## src/rtl/id_exe_reg_pkg.sv

```systemverilog
// Shared core definitions: ALU command encodings, condition codes and status bit order.
// The control-group layout used by the ID/EXE register is also defined here.
package id_exe_reg_pkg;

    // exe_cmd 0 doubles as the bubble encoding, so MOV is 0.
    localparam logic [3:0] EXE_MOV = 4'b0000;
    localparam logic [3:0] EXE_MVN = 4'b1001;
    localparam logic [3:0] EXE_ADD = 4'b0010;
    localparam logic [3:0] EXE_ADC = 4'b0011;
    localparam logic [3:0] EXE_SUB = 4'b0100;
    localparam logic [3:0] EXE_SBC = 4'b0101;
    localparam logic [3:0] EXE_AND = 4'b0110;
    localparam logic [3:0] EXE_ORR = 4'b0111;
    localparam logic [3:0] EXE_EOR = 4'b1000;
    localparam logic [3:0] EXE_CMP = 4'b1100;
    localparam logic [3:0] EXE_TST = 4'b1110;
    localparam logic [3:0] EXE_LDR = 4'b1010;
    localparam logic [3:0] EXE_STR = 4'b1011;

    localparam logic [3:0] COND_EQ = 4'd0;
    localparam logic [3:0] COND_NE = 4'd1;
    localparam logic [3:0] COND_CS = 4'd2;
    localparam logic [3:0] COND_CC = 4'd3;
    localparam logic [3:0] COND_MI = 4'd4;
    localparam logic [3:0] COND_PL = 4'd5;
    localparam logic [3:0] COND_VS = 4'd6;
    localparam logic [3:0] COND_VC = 4'd7;
    localparam logic [3:0] COND_HI = 4'd8;
    localparam logic [3:0] COND_LS = 4'd9;
    localparam logic [3:0] COND_GE = 4'd10;
    localparam logic [3:0] COND_LT = 4'd11;
    localparam logic [3:0] COND_GT = 4'd12;
    localparam logic [3:0] COND_LE = 4'd13;
    localparam logic [3:0] COND_AL = 4'd14;

    // Status vector ordering {Z,C,N,V}
    localparam int STATUS_Z = 3;
    localparam int STATUS_C = 2;
    localparam int STATUS_N = 1;
    localparam int STATUS_V = 0;

    typedef struct packed {
        logic       wb_en;
        logic       mem_r_en;
        logic       mem_w_en;
        logic       b;
        logic       s;
        logic [3:0] exe_cmd;
        logic       valid;
    } ctrl_t;

endpackage

```

## src/rtl/id_exe_reg_pipe_reg.sv

```systemverilog
// Generic pipeline register: async reset, hold when en=0, synchronous clear when en=1.
module pipe_reg #(
    parameter int W = 1
) (
    input  logic         clk,
    input  logic         rst,
    input  logic         en,
    input  logic         clr,
    input  logic [W-1:0] d,
    output logic [W-1:0] q
);

    always_ff @(posedge clk or posedge rst) begin
        if (rst)
            q <= '0;
        else if (en)
            q <= clr ? '0 : d;
    end

endmodule

```

## src/rtl/id_exe_reg.sv

```systemverilog
// ID/EXE pipeline register. Control bits become a bubble on flush, hazard or a failed
// condition; data bits clear only on flush. Freeze holds everything.
module id_exe_reg
    import id_exe_reg_pkg::*;
#(
    parameter int DATA_W = 32
) (
    input  logic              clk,
    input  logic              rst,
    input  logic              freeze,
    input  logic              flush,
    input  logic              hazard,
    input  logic              cond_pass,
    input  logic              wb_en_in,
    input  logic              mem_r_en_in,
    input  logic              mem_w_en_in,
    input  logic              b_in,
    input  logic              s_in,
    input  logic [3:0]        exe_cmd_in,
    input  logic              imm_in,
    input  logic [11:0]       shift_operand_in,
    input  logic [23:0]       signed_imm_24_in,
    input  logic [3:0]        dest_in,
    input  logic [3:0]        src1_in,
    input  logic [3:0]        src2_in,
    input  logic [DATA_W-1:0] pc_in,
    input  logic [DATA_W-1:0] val_rn_in,
    input  logic [DATA_W-1:0] val_rm_in,
    input  logic [3:0]        status_in,
    output logic              wb_en_out,
    output logic              mem_r_en_out,
    output logic              mem_w_en_out,
    output logic              b_out,
    output logic              s_out,
    output logic [3:0]        exe_cmd_out,
    output logic              imm_out,
    output logic [11:0]       shift_operand_out,
    output logic [23:0]       signed_imm_24_out,
    output logic [3:0]        dest_out,
    output logic [3:0]        src1_out,
    output logic [3:0]        src2_out,
    output logic [DATA_W-1:0] pc_out,
    output logic [DATA_W-1:0] val_rn_out,
    output logic [DATA_W-1:0] val_rm_out,
    output logic [3:0]        status_out,
    output logic              valid_out
);

    localparam int CTRL_W = $bits(ctrl_t);
    localparam int DAT_W  = 1 + 12 + 24 + 3*4 + 3*DATA_W + 4;

    ctrl_t             ctrl_d, ctrl_q;
    logic [DAT_W-1:0]  data_d, data_q;
    logic              en, ctrl_clr;

    assign en       = ~freeze;
    // Flush shares the control clear; in the data register it is the only clear.
    assign ctrl_clr = flush | hazard | ~cond_pass;

    assign ctrl_d = '{wb_en:    wb_en_in,
                      mem_r_en: mem_r_en_in,
                      mem_w_en: mem_w_en_in,
                      b:        b_in,
                      s:        s_in,
                      exe_cmd:  exe_cmd_in,
                      valid:    1'b1};

    assign data_d = {imm_in, shift_operand_in, signed_imm_24_in, dest_in, src1_in, src2_in,
                     pc_in, val_rn_in, val_rm_in, status_in};

    pipe_reg #(.W(CTRL_W)) u_ctrl (
        .clk (clk),
        .rst (rst),
        .en  (en),
        .clr (ctrl_clr),
        .d   (ctrl_d),
        .q   (ctrl_q)
    );

    pipe_reg #(.W(DAT_W)) u_data (
        .clk (clk),
        .rst (rst),
        .en  (en),
        .clr (flush),
        .d   (data_d),
        .q   (data_q)
    );

    assign wb_en_out    = ctrl_q.wb_en;
    assign mem_r_en_out = ctrl_q.mem_r_en;
    assign mem_w_en_out = ctrl_q.mem_w_en;
    assign b_out        = ctrl_q.b;
    assign s_out        = ctrl_q.s;
    assign exe_cmd_out  = ctrl_q.exe_cmd;
    assign valid_out    = ctrl_q.valid;

    assign {imm_out, shift_operand_out, signed_imm_24_out, dest_out, src1_out, src2_out,
            pc_out, val_rn_out, val_rm_out, status_out} = data_q;

endmodule

```

## config.mk

```make
export PLATFORM = sky130hd
export DESIGN_NAME = id_exe_reg
export DESIGN_NICKNAME = d
export VERILOG_FILES = /design/src/rtl/id_exe_reg_pkg.sv /design/src/rtl/id_exe_reg_pipe_reg.sv /design/src/rtl/id_exe_reg.sv
export SDC_FILE = /design/constraint.sdc
export NUM_CORES = 1
export LEC_CHECK = 0
export ABC_AREA = 1
export CORE_MARGIN = 8
export CORE_UTILIZATION = 30
export CTS_BUF_LIST = sky130_fd_sc_hd__clkbuf_8 sky130_fd_sc_hd__clkbuf_16
export DETAILED_ROUTE_END_ITERATION = 16
export SYNTH_ARGS = -nofsm -noshare
export SYNTH_HDL_FRONTEND = slang
export SYNTH_SLANG_ARGS = --single-unit
```

## constraint.sdc

```tcl
create_clock -name clk -period 12.2 [get_ports clk]
set_input_delay 2.44 -clock clk [delete_from_list [all_inputs] [get_ports clk]]
set_output_delay 2.44 -clock clk [all_outputs]
set_load 0.01 [all_outputs]
```

==> results of run 1 <==
==> power groups by stage <==
stage | Combinational, mW | Sequential (mW) | Clock, mW
finish | 0.225 | 0.588 | 0.540
CTS | 0.230 | 0.588 | 0.557
global placement | 0.229 | 0.596 | 0
detailed placement | 0.229 | 0.596 | 0
floorplan | 0.0575 | 0.615 | 0
global route | 0.246 | 0.593 | 0.578
==> through the flow <==
step                      instances  total power [mW]
after floorplan                 675             0.673
after global placement         1236             0.825
after detailed placement       1236             0.825
final                          1268              1.35
after CTS                      1268              1.38
after global routing           1268              1.42
==> layer usage <==
metal	up-vias	share of wire	track usage	wire length, um
met3	28	0.095	0.0592	1910
met2	208	0.46	0.251	9250
li1	2651	-	-	-
met4	0	0.025	0.0665	504
met1	2472	0.42	0.193	8480
met5	-	0	0	0
==> cell type report <==
| type | instances | area share |
|---|---|---|
| multi-input cells | 479 | 0.182 |
| inverters | 2 | 0.00125 |
| flip-flops and latches | 159 | 0.398 |
| well taps | 270 | 0.0338 |
| repair buffers | 326 | 0.325 |
| clock inverters | 15 | 0.0173 |
| clock buffers | 17 | 0.0426 |
==> cell families after synthesis <==
family                 Yosys count
DFF                            159
and+or+nand+nor                479
buffers and inverters           37
==> sequential cells by signal, summed over array words and instances, names as in the netlist <==
register  flops
u_data.q    149
u_ctrl.q     10
==> worst register-to-register path, stage by stage, from the launching register on <==
cell	delay (ns)
dfrtp_1	0.41
nand2_1	0.08
nand2_1	0.06
==> layout by cell type, fill, tap and decap left out <==
cell type        synthesis  final
inv_1                    2      4
nand2_1                468    468
clkbuf_16                0     17
clkinv_4                 0      3
clkinv_2                 0      1
bufinv_16                0      3
dfrtp_1                159    159
buf_4                    1      5
nor2_4                   1      1
inv_6                    0      3
nor2_1                   1      1
nand3_1                  9      9
clkdlybuf4s50_1          0    321
clkinvlp_4               0      3
==> how the worst max path moves through the flow <==
stage / end / cells after the start / startpoint / slack [ns]
3_5_place_dp: u_ctrl.q[3] / 6 / freeze / 6.88
2_1_floorplan: u_ctrl.q[0] / 1 / rst / 5.47
5_1_grt: u_ctrl.q[6] / 6 / freeze / 7.08
3_3_place_gp: u_data.q[138] / 6 / freeze / 6.90
4_1_cts: u_ctrl.q[6] / 6 / freeze / 7.31
6_report: u_ctrl.q[6] / 6 / freeze / 7.35
==> impl_metrics.yaml, run 1 <==
grt:
  grt_pass1_wl_mm: 30.8
  grt.total_usage: 0.159
  gr-total-overflow: 0
  grt_pass1_vias: 5564
  grt_max_degree: 94
  antenna_found_initial: 0
power_and_ir_drop:
  p_leak_nw: 4.95
  switching_share: 0.249
  ir_drop_v: 0.0000889
  p_comb_frac: 0.166
  p_per_area_mw_per_mm2: 135
  switchingPower_uw: 337
  internal_power_mw: 1.02
  p_seq_frac: 0.434
  clockPowerShare: 0.399
run:
  cap_violations: 0
sta:
  slew_viol_final: 0
  tns_ns: 0
  min_period_ns: 4.85
  worst_clock_skew_ns: 0
  whs_ns: 0.475
  hold_violations: 0
  rsz0062_at_grt: "false"
  finalWorstSetupSlack_ns: 7.35
  setup_viol: 0
  period_share: 0.398
  fmax_ghz: 0.206
  worst_pin_slew_ns: 0.875
  slew_headroom: 0.417
yosys:
  synth_cells: 675
  synth-edff-count: 0
  synth-simple-area-share: 0.300
  synth_commonest_cells: "nand2_1, dfrtp_1, buf_2"
  synth_most_common_cell: "nand2_1"
  yosysUniqueCellTypes: 10
  synth.cell_area_mm2: 0.00605
  yosysTopAreaCellShare: 0.658
  synth_xor_area_frac: 0
  synth_compound_area_frac: 0
  synth_seq_area_share: 0.658
  synth_seq_cells: 159
  synth_warnings: 0
  synthAdderAreaFrac: 0
  synth_top_family_by_area: "simple AND/OR/NAND/NOR gates"
  synthMuxAreaShare: 0
  syn-num-nets: 839
  async_reset_ff_frac: 1.00
  yosysTopAreaCell: "dfrtp_1"
  netlist_top_cells_area: "dfrtp_1, nand2_1, buf_6"
  postSynthAreaPerCell_um2: 8.96
  synthFlopType: "dfrtp_1"
clock_tree:
  numClockSinks: 159
  h-tree-depth: 4
  ctsHoldBuffers: 0
  clock_latency_ns: 0.40
  cts-root-buf: "clkbuf_16"
  cts_tree: "done"
  cts_buffer_depth: 2
  clkTransAtPathRegs_ns: 0.06
  cts-buffers-inserted: 17
  cts.repair.resized: 0
  post_cts_buffers: 0
route:
  wl_per_cell_um: 15.9
  drc: 0
  first_pass_iters: 4
  drt_iter0_drc: 340
  routed_wl_mm: 20.1
  via_per_inst: 4.23
  via_count: 5359
  ant_nets: 0
outcome:
  status: "finished clean"
floorplan:
  num_io_pins: 323
  start_util: 0.302
  die_w_um: 158
  die_h_um: 158
  die_area_mm2: 0.0250
  rows: 52
  core-area_mm2: 0.0200
worst_setup_path:
  reg2reg_from: "u_data.q[132]"
  slowest_delay_ns: 0.75
  crit_fanout: 79
  crit_top_cell: "buf_4"
  cp-start-kind: "input pin"
  worstPathRequired_ns: 12.54
  r2r_setup_slack_ns: 11.54
  worstPathArrival_ns: 5.19
  reg2reg_depth: 2
  path_class: "input pin to register"
  critical-path-top-delay-family: "buffers and inverters"
  cp_cell_sequence: "buf_4 -> nor2_4 -> buf_4 -> buf_4 -> nand3_1 -> nand2_1"
  crit_slowest_cell: "nor2_4"
  timing.critical_path.buf_inv: 3
  r2r-end: "u_data.q[132]"
  endpoint_kind: "register"
layout:
  final_core_util: 0.499
  fin_nets: 1149
  regArea_mm2: 0.00398
  drive_above_1_share: 0.0361
  fillers: 1959
  num_antenna_cells: 0
  area_delta_synth_final_pct: 65.2
  multi_input_comb_area_mm2: 0.00182
  stdcell_area_mm2: 0.00999
placed_design:
  place_worst_setup_slack_ns: 6.88
  hpwl_mm: 14.3
  port_buffers: 322
  dpl_cell_area_mm2: 0.00940
  finalWeightedCongestion: 0.773
min_path:
  min-delay-start: "u_data.q[72]"
  min_to: "u_data.q[72]"
  hold_path.class: "register to register"
  hold_depth: 2
Power figures use the tool's default switching activity.
==> run 2, diff against run 1 <==
Settings changed: PLACE_DENSITY set to 0.67.
Clock period 12.2 ns to 4.35 ns, I/O delays scaled along.
==> run 2 against run 1 <==
Compared with the run above: clock skew stayed put; clock power grew to 2.9 times the previous value; cell area is 0.88% higher; combinational power grew to 2.8 times the previous value; critical path depth is 5 lower; non-clock buffer count is 3 higher; via count is 0.39% higher; total power grew to 2.8 times the previous value; register-to-register slack worse by 7.9 ns; clock-buffer cell count is 2 higher; highest routed layer is now met5.
==> impl_metrics.yaml, run 2 (synthesis results as in run 1) <==
route:
  first_pass_iters: 4
  via_per_inst: 4.23
  routed_wl_mm: 20.1
  ant_nets: 0
  drt_iter0_drc: 333
  via_count: 5380
  drc: 0
  wl_per_cell_um: 15.8
clock_tree:
  cts-buffers-inserted: 17
  ctsHoldBuffers: 0
  numClockSinks: 159
  cts_tree: "done"
  cts.repair.resized: 0
  post_cts_buffers: 0
  clock_latency_ns: 0.40
  cts-root-buf: "clkbuf_16"
  cts_buffer_depth: 2
  clkTransAtPathRegs_ns: 0.07
  h-tree-depth: 4
sta:
  setup_viol: 0
  finalWorstSetupSlack_ns: 2.11
  rsz0062_at_grt: "false"
  hold_violations: 0
  min_period_ns: 2.24
  worst_pin_slew_ns: 0.915
  slew_headroom: 0.389
  slew_viol_final: 0
  period_share: 0.516
  worst_clock_skew_ns: 0
  tns_ns: 0
  fmax_ghz: 0.446
grt:
  grt.total_usage: 0.161
  grt_max_degree: 74
  grt_pass1_vias: 5677
  gr-total-overflow: 0
  grt_pass1_wl_mm: 31.2
  antenna_found_initial: 1
worst_setup_path:
  cp-start-kind: "register"
  worstPathArrival_ns: 1.37
  cp_cell_sequence: "clkdlybuf4s50_1"
  crit_fanout: 2
  endpoint_kind: "output pin"
  slowest_delay_ns: 0.56
  critical-path-top-delay-family: "buffers and inverters"
  crit_slowest_cell: "clkdlybuf4s50_1"
  path_class: "register to output pin"
  worstPathRequired_ns: 3.48
  timing.critical_path.buf_inv: 1
floorplan:
  start_util: 0.302
  rows: 52
  num_io_pins: 323
  core-area_mm2: 0.0200
  die_h_um: 158
  die_area_mm2: 0.0250
  die_w_um: 158
power_and_ir_drop:
  switchingPower_uw: 950
  p_seq_frac: 0.429
  ir_drop_v: 0.000279
  p_leak_nw: 4.98
  clockPowerShare: 0.405
  internal_power_mw: 2.89
  switching_share: 0.247
  p_comb_frac: 0.166
  power_mw: 3.84
  p_per_area_mw_per_mm2: 381
placed_design:
  place_inst: 1239
  hpwl_mm: 14.5
  finalWeightedCongestion: 0.771
  port_buffers: 322
  place_worst_setup_slack_ns: 1.84
layout:
  mostFrequentLayoutCell: "nand2_1"
  area_delta_synth_final_pct: 66.6
  stdcell_count: 1271
  final_cell_mix: "nand2_1, clkdlybuf4s50_1, dfrtp_1"
  top_regs: "u_data.q (149), u_ctrl.q (10)"
  fin_nets: 1152
  drive_above_1_share: 0.0410
  largest_register: "u_data.q"
  num_antenna_cells: 0
  largest_reg_flops: 149
outcome:
  status: "finished clean"
run:
  cap_violations: 0
min_path:
  hold_path.class: "register to register"
run 2: layout make-up:
class,instances,area (um2)
inverter,2,11.3
clock inverter,13,161
sequential,159,3980
clock buffer,19,453
timing repair buffer,329,3320
fill,1907,9960
multi-input combinational,479,1820
tap,270,338
run 2: per-stage QoR:
step / cell area, um2 / hold slack, ns / util
6_report: 10100 / 0.474 / 0.503
5_1_grt: 10100 / 0.495 / 0.503
4_1_cts: 10100 / 0.481 / 0.503
3_5_place_dp: 9470 / 0.464 / 0.472
3_3_place_gp: 9470 / 0.460 / 0.472
2_1_floorplan: 6050 / 0.511 / -
run 2: final timing paths:
path,startpoint,endpoint,slack (ns),cells after the start
setup / recovery,u_data.q[95],pc_out[27],2.11,1
hold / removal,u_data.q[33],u_data.q[33],0.47,2
setup reg to reg,u_data.q[95],u_data.q[95],3.69,2
hold reg to reg,u_data.q[33],u_data.q[33],0.47,2
max in group asynchronous,rst,u_data.q[86],2.55,3
min in group asynchronous,rst,u_data.q[134],0.98,2
run 2: metal layers:
metal / global-route usage / vias to the layer above / share of wire
met4: 0.0665 / 2 / 0.023
met5: 0 / - / 0.00065
met2: 0.262 / 200 / 0.48
met1: 0.192 / 2498 / 0.41
li1: - / 2651 / -
met3: 0.0535 / 29 / 0.089
run 2: power groups by stage:
stage	sequential [mW]	combinational, mW	clock, mW
after floorplan	1.73	0.162	0
after CTS	1.65	0.650	1.61
after global placement	1.67	0.643	0
final	1.65	0.637	1.56
after detailed placement	1.67	0.648	0
after global routing	1.66	0.695	1.67
==> run 3, diff against run 2 <==
Settings changed: PLACE_DENSITY 0.67 to unset.
Clock period 4.35 ns to 2.4 ns, I/O delays scaled along.
==> run 3 against run 2 <==
Compared with the run above: register-to-register slack worse by 1.9 ns; sequential share of layout area about the same; wire length increased by 2.3%; worst hold slack got worse by 0.13 ns; clock power increased by 76%; flip-flop and latch count stayed put; cell area hardly changed; final cell count rose by 0.16%; clock-buffer cell count rose by 1; worst setup slack lost 1.6 ns; combinational power up 82%; critical path type unchanged.
==> impl_metrics.yaml, run 3 (synthesis results as in run 1) <==
layout:
  top_regs: "u_data.q (149), u_ctrl.q (10)"
  largest_register: "u_data.q"
  area_delta_synth_final_pct: 66.7
  largest_reg_flops: 149
  final_core_util: 0.503
  drive_above_1_share: 0.0439
  mostFrequentLayoutCell: "nand2_1"
  fin_nets: 1155
  num_antenna_cells: 0
  stdcell_area_mm2: 0.0101
  final_cell_mix: "nand2_1, clkdlybuf4s50_1, dfrtp_1"
  fillers: 1939
  stdcell_count: 1273
worst_setup_path:
  path_class: "register to output pin"
  reg2reg_from: "u_data.q[92]"
  r2r-end: "u_data.q[92]"
  endpoint_kind: "output pin"
  crit_fanout: 2
  slowest_delay_ns: 0.58
  cp-start-kind: "register"
  crit_slowest_cell: "clkdlybuf4s50_1"
  reg2reg_depth: 2
  critical-path-top-delay-family: "buffers and inverters"
  worstPathArrival_ns: 1.37
  cp_cell_sequence: "clkdlybuf4s50_1"
  r2r_setup_slack_ns: 1.76
  timing.critical_path.buf_inv: 1
  worstPathRequired_ns: 1.92
grt:
  grt_pass1_vias: 5486
  grt.total_usage: 0.163
  grt_pass1_wl_mm: 31.4
  grt_max_degree: 83
  antenna_found_initial: 0
  gr-total-overflow: 0
sta:
  fmax_ghz: 0.540
  rsz0062_at_grt: "false"
  slew_viol_final: 0
  hold_violations: 0
  slew_headroom: 0.552
  min_period_ns: 1.85
  setup_viol: 0
  worst_clock_skew_ns: 0
  worst_pin_slew_ns: 0.672
  period_share: 0.771
min_path:
  hold_depth: 3
  hold_path.class: "input pin to register"
  min_to: "u_data.q[70]"
  min-delay-start: "freeze"
clock_tree:
  cts_buffer_depth: 2
  clock_latency_ns: 0.41
  post_cts_buffers: 0
  numClockSinks: 159
  cts-root-buf: "clkbuf_16"
  cts-buffers-inserted: 17
  h-tree-depth: 4
  cts_tree: "done"
  clkTransAtPathRegs_ns: 0.06
  cts.repair.resized: 0
  ctsHoldBuffers: 0
route:
  wl_per_cell_um: 16.1
  via_per_inst: 4.19
  drt_iter0_drc: 291
  routed_wl_mm: 20.5
  first_pass_iters: 4
  ant_nets: 0
  drc: 0
  via_count: 5339
floorplan:
  die_area_mm2: 0.0250
  rows: 52
  core-area_mm2: 0.0200
  die_h_um: 158
  die_w_um: 158
  start_util: 0.302
  num_io_pins: 323
power_and_ir_drop:
  power_mw: 6.89
  p_per_area_mw_per_mm2: 683
  p_leak_nw: 4.98
  ir_drop_v: 0.000423
placed_design:
  finalWeightedCongestion: 0.748
  port_buffers: 322
  dpl_cell_area_mm2: 0.00949
  place_inst: 1242
  hpwl_mm: 15.0
run:
  cap_violations: 0
outcome:
  status: "finished clean"
## run 3: metal layers
| layer | part of all wire | wire length, um | track usage | vias up |
|---|---|---|---|---|
| li1 | - | - | - | 2655 |
| met4 | 0.023 | 479 | 0.0611 | 0 |
| met1 | 0.41 | 8330 | 0.192 | 2476 |
| met5 | 0 | 0 | 0 | - |
| met3 | 0.077 | 1580 | 0.0491 | 28 |
| met2 | 0.49 | 10100 | 0.276 | 180 |
## run 3: worst register-to-register path, cell delays in order (launching register included)
cell and delay, ns:
dfrtp_1 0.39, nand2_1 0.08, nand2_1 0.07
## run 3: area by class of cell
cell class | count | area, um2 | share of cell area
multi-input combinational | 479 | 1820 | 0.180
clock inverter | 11 | 130 | 0.0129
clock buffer | 20 | 467 | 0.0463
tap | 270 | 338 | 0.0335
inverter | 2 | 11.3 | 0.00112
timing repair buffer | 332 | 3350 | 0.332
sequential | 159 | 3980 | 0.394
## run 3: power by group
part	internal, mW	switching (mW)
Clock	1.62	1.12
Sequential	2.88	0.104
Combinational	0.665	0.500
## run 3: how the worst max path moves through the flow
stage                     start       endpoint  cells past startpoint
floorplan                   rst    u_ctrl.q[0]                      1
global placement      cond_pass    u_ctrl.q[7]                      5
detailed placement    cond_pass    u_ctrl.q[5]                      5
CTS                 u_data.q[6]  val_rm_out[2]                      1
global route        u_data.q[6]  val_rm_out[2]                      1
finish              u_ctrl.q[9]      wb_en_out                      1
## run 3: stage by stage
step	setup WS (ns)	hold slack [ns]	setup TNS, ns
2_1_floorplan	-0.0949	0.511	-15.08
3_3_place_gp	0.616	0.460	0
3_5_place_dp	0.618	0.464	0
4_1_cts	0.518	0.324	0
5_1_grt	0.497	0.342	0
6_report	0.549	0.346	0
